### src/rtl/div_tap_select.sv
// div_tap_select
//   Selects one power-of-two tap of the ripple divider counter at runtime and
//   produces a registered divided-clock level plus a rising-edge strobe.
//   Tap changes are glitch-free: the old tap's high phase always completes,
//   at least one low cycle separates old and new high phases, and the new tap
//   is only picked up from its low phase.
//
// Ports
//   clk        system clock (same clock as the tap counter)
//   reset      synchronous, active-high reset
//   taps       counter taps; tap k toggles every 2^k cycles
//   sel        requested tap index
//   sel_valid  select request present
//   sel_ready  request can be accepted (RUN only)
//   sel_err    one-cycle pulse: accepted request was out of range
//   busy       tap switch in progress
//   cur_sel    tap index currently driving div_out
//   div_out    registered selected tap level
//   tick       one-cycle pulse on each rising edge of div_out in RUN
module div_tap_select #(
    parameter int NTAPS       = 11,
    parameter int SEL_W       = 4,
    parameter int DEFAULT_SEL = 0
) (
    input  logic             clk,
    input  logic             reset,
    input  logic [NTAPS-1:0] taps,
    input  logic [SEL_W-1:0] sel,
    input  logic             sel_valid,
    output logic             sel_ready,
    output logic             sel_err,
    output logic             busy,
    output logic [SEL_W-1:0] cur_sel,
    output logic             div_out,
    output logic             tick
);

    localparam int unsigned NTAPS_U = NTAPS;

    typedef enum logic [1:0] {
        RUN,
        DRAIN,
        ARM
    } state_t;

    state_t           state;
    state_t           state_n;
    logic [SEL_W-1:0] pend;
    logic [SEL_W-1:0] pend_n;
    logic [SEL_W-1:0] cur_sel_n;
    logic             div_n;
    logic             tick_n;
    logic             err_n;
    logic             tap_cur;
    logic             accept;
    logic             sel_oob;

    // Tap mux written as a compare loop so cur_sel never indexes past NTAPS.
    always_comb begin
        tap_cur = 1'b0;
        for (int unsigned k = 0; k < NTAPS_U; k++) begin
            if (cur_sel == SEL_W'(k)) begin
                tap_cur = taps[k];
            end
        end
    end

    assign sel_ready = (state == RUN);
    assign busy      = ~sel_ready;
    assign accept    = sel_valid && sel_ready;
    assign sel_oob   = (32'(sel) >= NTAPS_U);

    always_comb begin
        state_n   = state;
        pend_n    = pend;
        cur_sel_n = cur_sel;
        div_n     = 1'b0;
        tick_n    = 1'b0;
        err_n     = 1'b0;
        unique case (state)
            RUN: begin
                div_n  = tap_cur;
                tick_n = tap_cur && !div_out;
                if (accept) begin
                    if (sel_oob) begin
                        err_n = 1'b1;
                    end else if (sel != cur_sel) begin
                        pend_n  = sel;
                        state_n = DRAIN;
                    end
                end
            end
            DRAIN: begin
                // Old tap keeps driving the output until its high phase ends.
                div_n = tap_cur;
                if (!tap_cur) begin
                    cur_sel_n = pend;
                    state_n   = ARM;
                end
            end
            ARM: begin
                // Hold low until the new tap is in its low phase.
                if (!tap_cur) begin
                    state_n = RUN;
                end
            end
            default: state_n = ARM;
        endcase
    end

    always_ff @(posedge clk) begin
        if (reset) begin
            state   <= ARM;
            pend    <= '0;
            cur_sel <= SEL_W'(DEFAULT_SEL);
            div_out <= 1'b0;
            tick    <= 1'b0;
            sel_err <= 1'b0;
        end else begin
            state   <= state_n;
            pend    <= pend_n;
            cur_sel <= cur_sel_n;
            div_out <= div_n;
            tick    <= tick_n;
            sel_err <= err_n;
        end
    end

endmodule
### config.mk
export PLATFORM = sky130hd
export DESIGN_NAME = div_tap_select
export DESIGN_NICKNAME = d
export VERILOG_FILES = /design/src/rtl/div_tap_select.sv
export SDC_FILE = /design/constraint.sdc
export NUM_CORES = 1
export LEC_CHECK = 0
export BUFFER_PORTS_ARGS = -buffer_cell sky130_fd_sc_hd__buf_4
export CORE_MARGIN = 2
export CORE_UTILIZATION = 46
export DETAILED_ROUTE_END_ITERATION = 6
export HOLD_SLACK_MARGIN = 0.06
export PLACE_DENSITY = 0.76
export SETUP_SLACK_MARGIN = 0.2
export SLEW_MARGIN = 20
export SYNTH_ARGS = -nofsm -noshare
export SYNTH_HDL_FRONTEND = slang
export SYNTH_SLANG_ARGS = --single-unit
### constraint.sdc
create_clock -name clk -period 1.6 [get_ports clk]
set_input_delay 0.24 -clock clk [delete_from_list [all_inputs] [get_ports clk]]
set_output_delay 0.24 -clock clk [all_outputs]
set_load 0.02 [all_outputs]
After elaboration in Yosys (flattened, before gate mapping)
Cells that the tools add are included.

$lt $le $gt $ge: 1. Equality and inequality tests: 18. Mux-type cells: 18. Bitwise logic cells: 5. Reductions and logical operators: 12.

Operators with widths (count): equality test 4 x 3 -> 1 bit, second input constant (4); equality test 4 bit, second input constant (3); 2-to-1 mux 1 bit (12); 2-to-1 mux 2 bit (5); equality test 4 x 2 -> 1 bit, second input constant (2); != test 2 bit, second input constant (3); one-hot mux 2 bit (3 select lines) (1); OR reduction 2 bit (3); NOT 1 bit (5); AND reduction 5 bit (1); equality test 4 x 1 -> 1 bit, second input constant (1); >= comparator 4 bit, second input constant (1); zero test 4 bit (1); != test 2 x 1 -> 1 bit, second input constant (2); != test 4 bit (1); AND reduction 4 bit (1); OR reduction 3 bit (1); equality test 2 x 1 -> 1 bit, second input constant (1); equality test 2 bit, second input constant (1); logical AND 1 bit (2); zero test 2 bit (1); AND reduction 2 bit (1); zero test 1 bit (1).

Register bits after elaboration: 13. Bits of input ports: 18. Output and inout port bits: 9. Word-level logic and storage cells: 60.

Logic depth before layout (Yosys ltp)
Gate-level depths: netlist (run 1).

Depth after elaboration: 14. Mapped depth: 6. Gate-level depth less buffers: 5.

Least setup slack after synthesis (run 1)
Ideal clock, no wire load.

Path type: flip-flop to flip-flop. Start point: register cur_sel[0]. End point: register state[0]. Setup time: 131 ps. Arrival: 1427 ps. Data required time: 1469 ps. Setup slack: 42 ps. Stages on the path, launching flop included: 7. Buffers on the path: 1. Period minus slack after synthesis: 1558 ps. Cell sequence: dfxtp_1 buf_6 mux2i_1 o22ai_2 o32ai_2 or3b_1 a21oi_1.

Cells in the longest elaborated chain, start to end: 14. Elaborated cells between the ends (all ways): 27. Those cells by class: eq/ne: 14; mux: 11; reduce/logical: 2.

Ends and longest elaborated chain: start, declared (line 33) `output logic [SEL_W-1:0] cur_sel,`; start signal, assigned (line 115) `cur_sel <= SEL_W'(DEFAULT_SEL);`; start signal, assigned (line 122) `cur_sel <= cur_sel_n;`; zero test 4 bit (line 62) `if (cur_sel == SEL_W'(k)) begin`; 2-to-1 mux 1 bit (11 in series) (line 62); != test 2 bit (no source line); AND reduction 5 bit (no source line) (*); end signal, assigned (line 120) `state <= state_n;`; end, declared (line 46) `state_t state;`.

Mark *: on every way between the ends. The rest lies on a longest branch, timed or not. A chain may end at the register's enable or synchronous reset.

Worst setup path after layout (run 1)
Start point: register cur_sel[3]. End point: register state[0].

The elaborated chain is that of the path after synthesis.

==> results of run 1 <==
## timing repair
item | 4_1_cts | 5_1_grt
resized for setup | 2 | 14
hold buffers | 0 | 0
setup endpoints to repair | 10 | 13
buffers inserted | 4 | 1
pin swaps | 3 | 4
## cells by family after synthesis
group | after synthesis
flops | 13
compound gates | 7
buf+inv | 3
xor+xnor | 4
simple gates | 30
mux | 13
## per-stage QoR
step,hold slack (ns),std cells
after floorplan,0.384,70
after global placement,0.411,110
after detailed placement,0.417,110
after CTS,0.219,118
after global routing,0.244,119
final,0.220,119
## registers in the layout, indices dropped and copies added (netlist names)
register	count
cur_sel	4
div_out	1
pend	4
sel_err	1
state	2
tick	1
## final cells by class
type	count	area, µm²	area share [%]
flip-flops and latches	13	269	25.5
repair buffers	32	244	23.2
multi-input cells	54	492	46.7
inverters	1	3.75	0.356
clock buffers	4	26.3	2.49
well taps	15	18.8	1.78
## tightest hold or removal path: stages
cell	delay (ns)
buf_4	0.09
mux2i_1	0.06
nor2_1	0.07
## worst paths after layout
check | start | to | slack, ns
max | cur_sel[3]$_SDFFE_PP0P_ | state[0]$_SDFFE_PP0P_ | 0.12
min reg2reg | div_out$_SDFF_PP0_ | tick$_SDFF_PP0_ | 0.42
max reg2reg | cur_sel[3]$_SDFFE_PP0P_ | state[0]$_SDFFE_PP0P_ | 0.12
min | sel[1] | pend[1]$_SDFFE_PP0P_ | 0.22
## metal layers
| metal | global-route usage (%) | vias to the layer above | part of all wire [%] |
|---|---|---|---|
| li1 | - | 312 | - |
| met1 | 21.5 | 266 | 45 |
| met2 | 23.3 | 21 | 47 |
| met3 | 3.88 | 4 | 6.6 |
| met4 | 11.3 | 0 | 1.8 |
| met5 | 0 | - | 0 |
## synth_stat cells
master    instances
xnor2_1           4
inv_1             1
buf_2             1
nor4_1            1
or2b_1            1
or2_1             1
nand2_1           1
o22ai_2           1
nand2b_2          1
nand2b_1          9
o21ai_2           1
a21oi_1           2
or3b_1            1
a21o_1            1
dfxtp_1          13
nor4b_1           1
buf_6             1
nor2b_1           1
nand4_1           2
nor3_1            2
or2_2             1
o32ai_2           1
nor2_1            8
o221ai_2          1
mux2i_1          13
## power by group through the flow
stage / clock, W / sequential, W / combinational (W)
6_report: 0.000200 / 0.000333 / 0.000124
5_1_grt: 0.000218 / 0.000335 / 0.000136
4_1_cts: 0.000205 / 0.000335 / 0.000112
3_5_place_dp: 0 / 0.000343 / 0.000107
3_3_place_gp: 0 / 0.000343 / 0.000106
2_1_floorplan: 0 / 0.000345 / 0.0000508
==> results summary, run 1 <==
In this run the core area contains 13 standard-cell rows. The simple logic cell fraction of the synthesized area is 25.0%. The portion of the clock cycle consumed by the worst path in the final layout is 92.7%. The via count of the first global-routing pass is 555. The initial core utilization is 50.9%. The main combinational cell family by area after synthesis is simple AND/OR/NAND/NOR gates. The number of gates on the worst path with buffers counted is 5.

The analysis attributes to net switching a power of 0.000162 W. The total power per unit cell area came out at 624 nW/µm². The count of nets left with antenna violations once routing finished came out at 0.

The number of maximum-capacitance violations came out at 0. The mux cell area share after synthesis came out at 18.9%. The share of the yosys chip area belonging to registers is 37.9%. The internal portion of the total power is 0.000495 W.

After detailed routing, the average wire length per cell comes to 12.4 µm. The worst hold path passes through 3 cells. The max-slew violation count is 0. The depth of the worst register-to-register path came out at 5.

Summing the areas of all compound-gate instances in the mapped netlist gives 10.2% of the synthesized area. The final-report setup violation count is 0. The fill cell instance count of the final layout came out at 97. The maximum root-to-sink buffer count came out at 2. The number of nets produced by synthesis is 88. The initial antenna violation count was 0. The synthesized flop and latch total came out at 13.

The slew of the pin with the lowest slew margin came out at 0.282 ns. The worst setup path is captured at a flip-flop. Using the TritonRoute via totals, the vias-per-cell ratio works out to 5.07.

The final non-filler cell area came out at 1050 µm². Across every metal layer, demand over resource in global routing totals 16.4%. The maximum clock skew at final layout is 0.00475 ns. The core region is 1350 µm². The clock tree from TritonCTS is yes. Entering global routing, the biggest net connects 18 pins. The antenna diode instance count is 0. The deepest level of the CTS H-tree is 1. The final global-route overflow total is 0. Counting every instance in the synthesized netlist gives 70.

The max-slew headroom at the worst pin is 81.2%. The average cell area after synthesis came out at 9.81 µm². The number of buffers and inverters on the critical path came out at 0. At the end of routability-driven placement, the weighted congestion stood at 0.726. The critical path data arrival time came out at 1.70 ns. The maximum clock frequency came out at 674 MHz. The synthesized-area fraction occupied by xor and xnor cells came out at 5.10%. The top-level I/O count came out at 27. The highest net fanout along the worst path is 5. The synthesized design devotes to its leading area cell type 37.9% of total area. During synthesis, Yosys emitted a total of 0 warnings. The count of unresolved DRC violations after routing came out at 0.

The synthesized design spends more area on one cell type than any other, namely dfxtp_1. The post-DP HPWL came out at 1.04 mm. The worst path required time came out at 1.81 ns. The library cell used most frequently in the layout, excluding fill and tap cells, is buf_4. The routed via count came out at 603. The die boundary width came out at 42.6 µm. The sequential fraction of design power is 50.7%. Timing analysis after detailed placement gives a worst setup slack of 0.0993 ns. The cell with the largest stage delay on the worst path is dfxtp_4.

In the layout the commonest cells are buf_4, mux2i_1, dfxtp_1. The area overhead of the layout relative to synthesis is 53.4%. The analysis attributes to cell leakage a power of 0.466 nW. Ranked by total cell area, the synthesized netlist is headed by dfxtp_1, mux2i_1, nand2b_1, xnor2_1, nor2_1.

The global-route wire length before repair is 2.26 mm. The run finished with clean final reports. Summing every instance area after synthesis gives 687 µm².

The clock slew seen by the registers of the worst setup and hold paths came out at 0.08 ns. The post-layout total power came out at 0.000658 W. The placed instances occupy a cell area of 903 µm².

The wire length after detailed routing came out at 1.48 mm. In the final layout, the share of cells above drive strength 1 is 51.9%. The count of cell types in the netlist is 25.

The switching share of total power came out at 24.7%. The final net count came out at 123. After Yosys synthesis, full adders, half adders and majority gates account for 0% of the synthesized area.

The vertical die dimension is 42.6 µm. At the later pin of the worst-skew pair, clock insertion delay measures 0.27 ns. The final critical delay including setup and external delays is 1.48 ns.

The type of the worst setup path is reg2reg. The number of CTS-inserted buffers is 3. The count of clock tree sinks came out at 13.

On the critical path the largest part of the delay comes from simple AND/OR/NAND/NOR gates. The total iterations of the first detailed-routing run came out at 1. The final setup slack of the worst path came out at 0.116 ns. The worst hold path belongs to the class in2reg. The fraction of power consumed by combinational cells is 18.9%. The utilization of the core after routing came out at 78.0%. The full die area is 1820 µm². During placement, the flow inserted port buffers numbering 26. The number of DRC markers in iteration 0 came out at 0. IR analysis of the VDD net gives a maximum drop of 0.000529 V.

On the worst path, the slowest cell contributes a delay of 0.37 ns. The signal on the critical path passes through nand2b_1 > o221ai_4 > o32ai_4 > or3b_1 > a21oi_1. The cell sitting at the root of the clock tree is a clkbuf_4.

The number of failing hold endpoints at the final stage came out at 0. The clock group share of total power came out at 30.4%. Setup repair after global routing could not meet its margin everywhere. The worst setup path is launched from a flip-flop. The final total negative setup slack came out at 0 ns.
(Power assumes the default switching activity.)
==> run 2: changes to the inputs <==
- BUFFER_PORTS_ARGS: -buffer_cell sky130_fd_sc_hd__buf_4 -> -buffer_cell sky130_fd_sc_hd__buf_2
==> run 2 against run 1 <==
  * Clock power is essentially flat
  * Sequential share of layout area grew 2.9 points
  * Flip-flop and latch count is the same
  * First-iteration DRC count grew 3
  * Sequential power is essentially flat
  * Combinational power shrank 15%
  * Critical path depth is the same
  * Maximum frequency shrank 0.99%
  * Non-clock buffer count shrank 4
  * Highest routed layer unchanged
  * Die area is the same
  * Hold slack gained 0.017 ns
  * Largest cell class unchanged
  * Design area shrank 9.7%
==> results summary, run 2 (same netlist as run 1, synthesis figures left out) <==
The maximum root-to-sink buffer count came out at 2. Setup violations remaining at the end of the flow were counted as 0. Across every metal layer, demand over resource in global routing totals 15.9%. The final total negative setup slack is 0 ns. The number of buffers and inverters on the critical path is 0.

The worst hold path was traced through 2 stages. For this block, the via count after detailed routing is 592. The worst pin sits at a relative slew slack of 82.3%. The clock net in this run drives a total of 13 sinks. The switching share of total power came out at 24.8%. Traced cell by cell, the critical path runs through or2_4 > o22ai_4 > o32ai_4 > or3b_1 > a21oi_1. The area of the placeable core is 1350 µm². The number of failing hold endpoints at the final stage came out at 0. The via count of the first global-routing pass is 549. The worst setup path is launched from a flip-flop. The initial antenna violation count is 0.

In this run, CTS created clock tree buffers numbering 3. The initial core utilization is 50.9%. The cell with the largest stage delay on the worst path is dfxtp_4. CTS built an H-tree with a depth of 1. The largest registers in the layout are cur_sel: 4 flops, pend: 4 flops, state: 2 flops.

The design internal power came out at 0.000480 W. The full die area came out at 1820 µm². The max-slew violation count is 0.

The kind of cell adding the most delay to the critical path is simple AND/OR/NAND/NOR gates. The flow ran to the end, and the final reports show no timing, DRC or antenna violations. Leaving out fill and tap cells, the most frequent cells in the layout are buf_2, mux2i_1, dfxtp_1. In the routed layout, each cell is associated on average with a via count of 5.15.

The type of the tightest min-delay check is in2reg. The number of maximum-capacitance violations is 0. The top-level I/O count came out at 27.

The utilization of the core after routing is 70.4%. The worst path required time came out at 1.81 ns. In the routed design, unresolved DRC markers number 0. The routability congestion estimate from global placement is 0.693.

The die is 42.6 µm tall. The antenna diode instance count came out at 0. On the final layout, the worst clock skew is 0.000925 ns. The leakage power total is 0.425 nW. The final global-route overflow total came out at 0.

The slew of the pin with the lowest slew margin is 0.259 ns. At the worst endpoint, the arrival time is 1.71 ns. Leaving out fill and tap cells, the most frequent cell in the layout is buf_2. The critical path is of the reg2reg type. The depth of the worst register-to-register path came out at 5.

The worst path needs 1.50 ns of the cycle, external delays included. The wire length after detailed routing is 1.37 mm. The clock insertion delay at the later pin of the skew report is 0.28 ns. The clock group share of total power came out at 31.2%. Sequential cells account for 52.3% of the total power. Of the cells placed in the final design, the portion with a size suffix greater than 1 is 51.0%. The pin count of the biggest net entering global routing is 18.

The area growth from synthesis to layout is 38.4%. Setup repair after global routing could not meet its margin everywhere. The maximum clock frequency is 667 MHz. The library cell used as clock root buffer is clkbuf_4. The row count is 13. The kind of end point of the critical path is a flip-flop. The portion of the clock cycle consumed by the worst path in the final layout is 93.7%. The worst-case vdd ir drop is 0.000470 V. In this run the power spent charging and discharging nets is 0.000158 W. TritonCTS built the clock tree.

Of all nets on the critical path, the largest fanout is 6. The number of gates on the worst path with buffers counted is 5. Clock-pin slew was measured on the worst setup and hold paths at 0.07 ns. The port buffer count came out at 26. For this design the ratio of total power to cell area is 671 nW/µm². Summed over all nets, the half-perimeter wirelength after detailed placement is 1.03 mm.

The die is 42.6 µm wide. The final net count is 119. The antenna violation net count after detailed routing came out at 0.

The global-route wire length before repair came out at 2.21 mm. The first TritonRoute pass finished after 4 iterations. Of the total power, combinational logic draws 16.5%. The wire length per cell came out at 11.9 µm. For this run, the slowest stage of the critical path takes 0.37 ns. After the first detailed-routing iteration, the DRC count stood at 3.
## run 2: through the flow
stage	power, W	setup WS (ns)	cells	cell area [µm²]	hold WS (ns)
2_1_floorplan	0.000396	0.151	70	698	0.384
3_3_place_gp	0.000432	0.116	109	831	0.418
3_5_place_dp	0.000433	0.119	109	831	0.420
4_1_cts	0.000635	0.112	113	860	0.233
5_1_grt	0.000670	0.0348	115	951	0.241
6_report	0.000638	0.101	115	951	0.237
## run 2: worst paths after layout
check | startpoint | slack, ns | endpoint
worst min-delay path | sel_valid | 0.24 | sel_err$_SDFF_PP0_
worst max register to register | cur_sel[3]$_SDFFE_PP0P_ | 0.10 | state[0]$_SDFFE_PP0P_
worst min register to register | div_out$_SDFF_PP0_ | 0.43 | tick$_SDFF_PP0_
worst max-delay path | cur_sel[3]$_SDFFE_PP0P_ | 0.10 | state[0]$_SDFFE_PP0P_
## run 2: power groups by stage
stage          registers (W)  clock network, W   logic, W
2_1_floorplan       0.000345                 0  0.0000508
3_3_place_gp        0.000343                 0  0.0000891
3_5_place_dp        0.000343                 0  0.0000900
4_1_cts             0.000335          0.000208  0.0000918
5_1_grt             0.000335          0.000219   0.000116
6_report            0.000334          0.000199   0.000105
## run 2: repair_timing
action / CTS / global route
pin swaps: 1 / 4
buffers inserted: 0 / 2
gates cloned: 0 / 0
resized for setup: 1 / 16
endpoints found under the setup margin: 7 / 13
hold buffers: 0 / 0
## run 2: metal layers
metal / GRT usage, % / share of wire, % / vias to the layer above
met3: 2.59 / 7.0 / 2
li1: - / - / 306
met2: 24.2 / 45 / 22
met4: 11.3 / 1.0 / 0
met1: 19.8 / 47 / 262
met5: 0 / 0 / -
## run 2: area by class of cell
class	instances	area, µm²
Multi-Input combinational cell	54	480
Clock buffer	4	26.3
Fill cell	115	399
Inverter	1	3.75
Sequential cell	13	270
Timing Repair Buffer	28	151
Tap cell	15	18.8
